===== src/rtl/ysyx_25060170_pipe_ctrl.sv =====
// Pipeline hazard controller: load-use bubbles, redirect flushes, LSU wait stalls.
// Define YSYX_25060170_LSU_TIMEOUT_EN to build the LSU wait timeout and ERR state.
module ysyx_25060170_pipe_ctrl #(
    parameter int unsigned LSU_TIMEOUT = 256
) (
    input  logic        clk,
    input  logic        rst,
    input  logic [4:0]  id_rs1_addr,
    input  logic [4:0]  id_rs2_addr,
    input  logic        id_rs1_ren,
    input  logic        id_rs2_ren,
    input  logic [4:0]  ex_rd_addr,
    input  logic        ex_rd_ena,
    input  logic        ex_load_flag,
    input  logic        ex_redirect,
    input  logic        ls_req_valid,
    input  logic        ls_resp_valid,
    output logic        pc_hold,
    output logic        ifid_hold,
    output logic        ifid_flush,
    output logic        ctl_id_hold,
    output logic        ctl_ex_hold,
    output logic        ctl_id_flush,
    output logic        ctl_ie_flush,
    output logic        ctl_ls_flush,
    output logic        lsu_err,
    output logic [31:0] stall_cnt,
    output logic [31:0] flush_cnt
);

    localparam logic [1:0] S_IDLE  = 2'd0;
    localparam logic [1:0] S_WAIT  = 2'd1;
    localparam logic [1:0] S_REDIR = 2'd2;
`ifdef YSYX_25060170_LSU_TIMEOUT_EN
    localparam logic [1:0] S_ERR   = 2'd3;
    localparam logic [15:0] WAIT_LAST = 16'(LSU_TIMEOUT - 1);
`endif

    logic [1:0]  state_q, state_d;
    logic        pending_q, pending_d;
    logic [31:0] stall_cnt_q, stall_cnt_d;
    logic [31:0] flush_cnt_q, flush_cnt_d;
    logic        load_use;

    assign load_use = ex_load_flag & ex_rd_ena & (ex_rd_addr != 5'd0) &
                      ((id_rs1_ren & (id_rs1_addr == ex_rd_addr)) |
                       (id_rs2_ren & (id_rs2_addr == ex_rd_addr)));

`ifdef YSYX_25060170_LSU_TIMEOUT_EN
    logic [15:0] wait_cnt_q, wait_cnt_d;

    assign wait_cnt_d = (state_q == S_WAIT) ? wait_cnt_q + 16'd1 : '0;

    always_ff @(posedge clk) begin
        if (rst) wait_cnt_q <= '0;
        else     wait_cnt_q <= wait_cnt_d;
    end
`else
    // Parameter kept so instantiations stay identical whether or not the timeout is built.
    logic [15:0] unused_timeout;
    assign unused_timeout = 16'(LSU_TIMEOUT);
`endif

    always_comb begin
        state_d      = state_q;
        pending_d    = pending_q;
        pc_hold      = 1'b0;
        ifid_hold    = 1'b0;
        ifid_flush   = 1'b0;
        ctl_id_hold  = 1'b0;
        ctl_ex_hold  = 1'b0;
        ctl_ie_flush = 1'b0;
        ctl_ls_flush = 1'b0;
        lsu_err      = 1'b0;
        case (state_q)
            S_IDLE: begin
                // A redirect makes the ID instruction wrong-path, so its hazard is moot.
                if (ex_redirect) begin
                    ifid_flush   = 1'b1;
                    ctl_ie_flush = 1'b1;
                end else if (load_use) begin
                    pc_hold      = 1'b1;
                    ifid_hold    = 1'b1;
                    ctl_ie_flush = 1'b1;
                end
                if (ls_req_valid && !ls_resp_valid) state_d = S_WAIT;
            end
            S_WAIT: begin
                if (ls_resp_valid) begin
                    state_d = (pending_q || ex_redirect) ? S_REDIR : S_IDLE;
                end else begin
                    pc_hold     = 1'b1;
                    ifid_hold   = 1'b1;
                    ctl_id_hold = 1'b1;
                    ctl_ex_hold = 1'b1;
                    if (ex_redirect) pending_d = 1'b1;
`ifdef YSYX_25060170_LSU_TIMEOUT_EN
                    if (wait_cnt_q == WAIT_LAST) state_d = S_ERR;
`endif
                end
            end
            S_REDIR: begin
                ifid_flush   = 1'b1;
                ctl_ie_flush = 1'b1;
                pending_d    = 1'b0;
                state_d      = S_IDLE;
            end
`ifdef YSYX_25060170_LSU_TIMEOUT_EN
            S_ERR: begin
                pc_hold      = 1'b1;
                ifid_hold    = 1'b1;
                ctl_id_hold  = 1'b1;
                ctl_ex_hold  = 1'b1;
                ctl_ls_flush = 1'b1;
                lsu_err      = 1'b1;
            end
`endif
            default: state_d = S_IDLE;
        endcase
    end

    assign ctl_id_flush = 1'b0;

    assign stall_cnt_d = stall_cnt_q + {31'd0, pc_hold};
    assign flush_cnt_d = flush_cnt_q + {31'd0, ctl_ie_flush};
    assign stall_cnt   = stall_cnt_q;
    assign flush_cnt   = flush_cnt_q;

    always_ff @(posedge clk) begin
        if (rst) begin
            state_q     <= S_IDLE;
            pending_q   <= 1'b0;
            stall_cnt_q <= '0;
            flush_cnt_q <= '0;
        end else begin
            state_q     <= state_d;
            pending_q   <= pending_d;
            stall_cnt_q <= stall_cnt_d;
            flush_cnt_q <= flush_cnt_d;
        end
    end

endmodule

===== config.mk =====
export PLATFORM = sky130hd
export DESIGN_NAME = ysyx_25060170_pipe_ctrl
export DESIGN_NICKNAME = d
export VERILOG_FILES = /design/src/rtl/ysyx_25060170_pipe_ctrl.sv
export SDC_FILE = /design/constraint.sdc
export NUM_CORES = 1
export LEC_CHECK = 0
export CORE_MARGIN = 8
export CORE_UTILIZATION = 52
export DETAILED_ROUTE_END_ITERATION = 10
export PLACE_DENSITY = 0.92
export SYNTH_ARGS = -nofsm -noshare
export SYNTH_HDL_FRONTEND = slang
export SYNTH_SLANG_ARGS = --single-unit

===== constraint.sdc =====
create_clock -name clk -period 5.2 [get_ports clk]
set_input_delay 0.78 -clock clk [delete_from_list [all_inputs] [get_ports clk]]
set_output_delay 0.78 -clock clk [all_outputs]
set_load 0.005 [all_outputs]

Word-level counts from Yosys, hierarchy flattened:

Cells that the tools add are included.

* flip-flop bits (word level): 67
* logic and storage cells: 44

* $add $sub $neg: 2
* eq/ne operators: 8
* mux-type cells: 16
* bitwise operators: 6
* reduce and logical (&&, ||, !) cells: 8

Operators with widths (count)
* $add 32x1->32: 2
* $eq 5x5->1: 2
* $mux 1: 8
* $ne 2x2->1 const B: 4
* $pmux 1 s2: 4
* $mux 2: 3
* $and 1x1->1: 5
* $reduce_bool 5->1: 1
* $pmux 2 s2: 1
* $reduce_and 3->1: 1
* $eq 2x1->1 const B: 1
* $eq 2x2->1 const B: 1
* $logic_not 2->1: 1
* $reduce_and 2->1: 1
* $reduce_bool 2->1: 1
* $logic_and 1x1->1: 1
* $logic_not 1->1: 1
* $logic_or 1x1->1: 1
* $or 1x1->1: 1

Depth between registers and ports, before layout:

* depth after elaboration: 8
* depth in mapped cells: 11

Least setup slack after synthesis:

OpenSTA, ideal clock, no wires.

* path kind: input -> register
* start: input port ex_rd_addr[3]
* end: register stall_cnt_q[22] (netlist: stall_cnt[22])
* arrival: 3.431 ns
* slack: 1.648 ns
* stages on the path: 11
* cells stage by stage: xor2_1 > nor4_1 > a32oi_1 > o41ai_1 > ha_1 > ha_1 > and2_1 > nand2_1 > clkbuf_1 > nor4_1 > mux2_2

* longest elaborated chain between the ends: 8

Ends and longest elaborated chain
* from (decl): RTL line 12 `input logic [4:0] ex_rd_addr,`
* $eq 5x5->1, on equally long branches: RTL line 46, 47
* $and 1x1->1, on equally long branches: RTL line 46, 47
* $or 1x1->1: RTL line 46 `((id_rs1_ren & (id_rs1_addr == ex_rd_addr)) |`
* $and 1x1->1 *: RTL line 45 `assign load_use = ex_load_flag & ex_rd_ena & (ex_rd_addr != 5'd0) &`
* $mux 1 * (2 in series)
* $pmux 1 s2 *
* named net ifid_hold: RTL line 19 `output logic ifid_hold,`
* $add 32x1->32 *: RTL line 124 `assign stall_cnt_d = stall_cnt_q + {31'd0, pc_hold};`
* to (signal assigned): RTL line 138 `stall_cnt_q <= stall_cnt_d;`
* to (decl): RTL line 41 `logic [31:0] stall_cnt_q, stall_cnt_d;`

The timed path passes the listed nets; every way through them passes the cells marked *.
A chain may end at the register's enable or synchronous reset.

Final worst setup path:

* start: input port ex_rd_addr[3]
* end: register stall_cnt_q[22] (netlist: stall_cnt[22])

* longest elaborated chain between the ends: 8

Ends and longest elaborated chain
* $eq 5x5->1, on equally long branches: RTL line 46, 47
* $and 1x1->1, on equally long branches: RTL line 46, 47
* $or 1x1->1: RTL line 46
* $and 1x1->1 *: RTL line 45
* $mux 1 *: RTL line 81 `end else if (load_use) begin`
* $mux 1 *: RTL line 78 `if (ex_redirect) begin`
* $pmux 1 s2 *: RTL line 75 `case (state_q)`
* $add 32x1->32 *: RTL line 124

Mark *: on every way between the ends. The rest lies on a longest branch, timed or not.

==> flow_summary_export.csv <==
group,metric,value,unit
sta,max-slew-margin-rel,45.68,%
sta,worstMarginPinSlew,814.9,ps
clock_tree,cts_resized,0,
sta,fin_crit_sh,77.62,%
status,outcome,"completed",
clock_tree,clkTransAtPathRegs,70,ps
yosys,synth_top_area_share,39.22,%
clock_tree,post_cts_buffers,0,
grt,grt_pass1_vias,3141,
power,powerDensity,211.5,nW/um^2
route,drt-total-wl,8858,um
yosys,ys_warn_count,0,
sta,fin_crit,4036,ps
yosys,seq_area_frac_synth,39.22,%
critical_path,arrival,4250,ps
clock_tree,clock_path_buffers,2,
critical_path,worstSetupStartpointType,"input port",
min_path,hold_path_end,"flush_cnt[31]",
critical_path,r2r_end,"stall_cnt[22]",
grt,antenna_found_initial,0,
grt,grt.overflow.total,0,
min_path,hp-class,"register to register",
clock_tree,clock_sinks,67,
min_path,min_delay_path_depth,2,
clock_tree,cts_root_buf,"clkbuf_8",
floorplanning,start_util,53.85,%
clock_tree,cts_inserted_buffers,9,
yosys,synth_area,3420,sq um
floorplanning,die-area,9426,sq um
clock_tree,cts_tree,"yes",
sta,setup_tns,0,ps
grt,grt_max_degree,83,
route,post_drt_wl_per_cell,15.79,um
route,vias,3226,
power,ir_drop,0.1771,mV
critical_path,r2r_cells,9,
yosys,async_flop_share,0,%
place,io_buffers,93,
layout,utilization,70.96,%
sta,finalHoldViolCount,0,
floorplanning,die_h,97.09,um
yosys,synth.distinct_cells,39,
yosys,ys_seq_elements,67,
floorplanning,core_area,6350,sq um
critical_path,cp-end-kind,"register",
layout,fillers,500,
sta,skew,9.663,ps
floorplanning,dieWidth,97.09,um
critical_path,crit_type,"input port to register",
yosys,synth_area_leaders,"dfxtp_1 39%, xor2_1 5.6%, nor2_1 5.5%",
yosys,syn_area_per_cell,8.635,sq um
sta,timing.fmax,247.7,MHz
yosys,synth_edf_count,0,
job,drv_cap,0,
sta,setup_viol,0,
grt,grtUsageTotal,18.37,%
sta,final-max-slew-violation-count,0,
grt,grt_pass1_wl,14950,um
critical_path,r2r_slack,2200,ps
layout,synthToLayoutAreaGrowth,31.76,%
yosys,yosys.area.top_type,"dfxtp_1",
route,dr.pass1.iters,4,
yosys,synthFlopType,"dfxtp_1",
clock_tree,cts_hold_repair.buffers,0,
route,drt-initial-drc-count,188,
critical_path,required,5420,ps
route,remaining_drc_errors,0,
layout,final_nets,509,
sta,rsz0062_at_grt,"no",
critical_path,rr_startpoint,"state_q[0]",
route,viasPerCell,5.750,
floorplanning,top_level_ports,97,
min_path,min_from,"flush_cnt[31]",
place,hpwl,6547,um
yosys,synth_cells,396,
route,ant_nets,0,
floorplanning,placementRows,29,
layout,drive_gt1_share,6.405,%
clock_tree,h-tree-depth,3,
place,gp_congestion,0.8196,
critical_path,crit_fanout,11,
clock_tree,clk_latency,330,ps
power,leakage,1.533,nW
layout,antenna_cells,0,
[flip-flops by register name, indices dropped and copies added, names as in the netlist]
signal	count
flush_cnt	32
stall_cnt	32
state_q	2
pending_q	1
[final cells by class]
class / instances / area [sq um] / area share (%)
inverters: 10 / 37.54 / 0.8331
clock inverters: 3 / 15.01 / 0.3332
clock buffers: 11 / 151.4 / 3.360
flip-flops and latches: 67 / 1341 / 29.77
multi-input cells: 299 / 1931 / 42.85
repair buffers: 94 / 933.4 / 20.72
well taps: 77 / 96.34 / 2.138
[worst max-delay path, stage by stage]
cell and delay [ps]:
clkdlybuf4s50_1 470, xor2_1 180, nor4_1 280, a32oi_1 160, o41ai_1 570, ha_1 320
ha_1 250, and2_1 200, nand2_1 230, nor4_1 420, mux2_2 390
[per-stage QoR]
step	instances	total power (W)	cell area (sq um)	hold WS (ps)	setup slack, ps
2_1_floorplan	398	0.0005584	3427	451.5	1648
3_3_place_gp	547	0.0005870	4339	461.0	1096
3_5_place_dp	547	0.0005892	4339	473.4	843.1
4_1_cts	561	0.0009601	4506	484.8	1200
5_1_grt	561	0.0009905	4506	509.0	894.5
6_report	561	0.0009529	4506	485.0	1164
[kinds of logic after synthesis]
kind of cell | share of synthesized area [%]
other cells | 0.1097
xor+xnor | 9.733
mux | 4.940
fa+ha+maj | 1.464
flops | 39.22
buf+inv | 4.537
simple gates | 32.71
compound gates | 7.282
[cells in the mapped netlist, types with 13 or more instances]
library cell  number
a21oi_1           18
clkbuf_1          14
dfxtp_1           67
nand2_1           26
nand3_1           22
nand4_1           13
nor2_1            50
nor2b_1           18
nor4_1            17
o31ai_1           14
or4_1             16
xnor2_1           16
xor2_1            22
[layer usage]
layer	part of all wire, %	track usage [%]	wire [um]
met1	42	20.93	3721
met2	49	31.20	4379
met3	7.0	5.832	617
met4	1.6	6.864	140
met5	0	0	0
[layout by cell type, fill, tap and decap left out, types with 10 or more instances in the layout]
cell type | netlist | layout
inv_1 | 10 | 10
o31ai_1 | 14 | 14
xor2_1 | 22 | 22
dfxtp_1 | 67 | 67
nand4_1 | 13 | 13
clkdlybuf4s50_1 | 0 | 92
nor4_1 | 17 | 17
clkbuf_8 | 0 | 11
nor2_1 | 50 | 50
a21oi_1 | 18 | 18
nor2b_1 | 18 | 18
nand2_1 | 26 | 26
nor3_1 | 10 | 10
xnor2_1 | 16 | 16
nand3_1 | 22 | 22
or4_1 | 16 | 16
[how the worst max path moves through the flow]
stage	start	end	slack (ps)	cells past startpoint
after CTS	ex_rd_addr[3]	stall_cnt[22]	1200	11
after global placement	ex_rd_addr[3]	stall_cnt[26]	1100	11
after floorplan	ex_rd_addr[3]	stall_cnt[22]	1650	11
after global routing	ex_rd_addr[3]	stall_cnt[22]	890	11
final	ex_rd_addr[3]	stall_cnt[22]	1160	11
after detailed placement	ex_rd_addr[3]	stall_cnt[30]	840	11
[power breakdown]
| group | leakage (nW) | internal [W] | switching, W | total, W |
|---|---|---|---|---|
| Clock | 0.0908 | 0.000191 | 0.000184 | 0.000375 |
| Combinational | 0.902 | 0.0000321 | 0.0000267 | 0.0000588 |
| Sequential | 0.540 | 0.000516 | 0.00000287 | 0.000519 |
(Power assumes the default switching activity.)
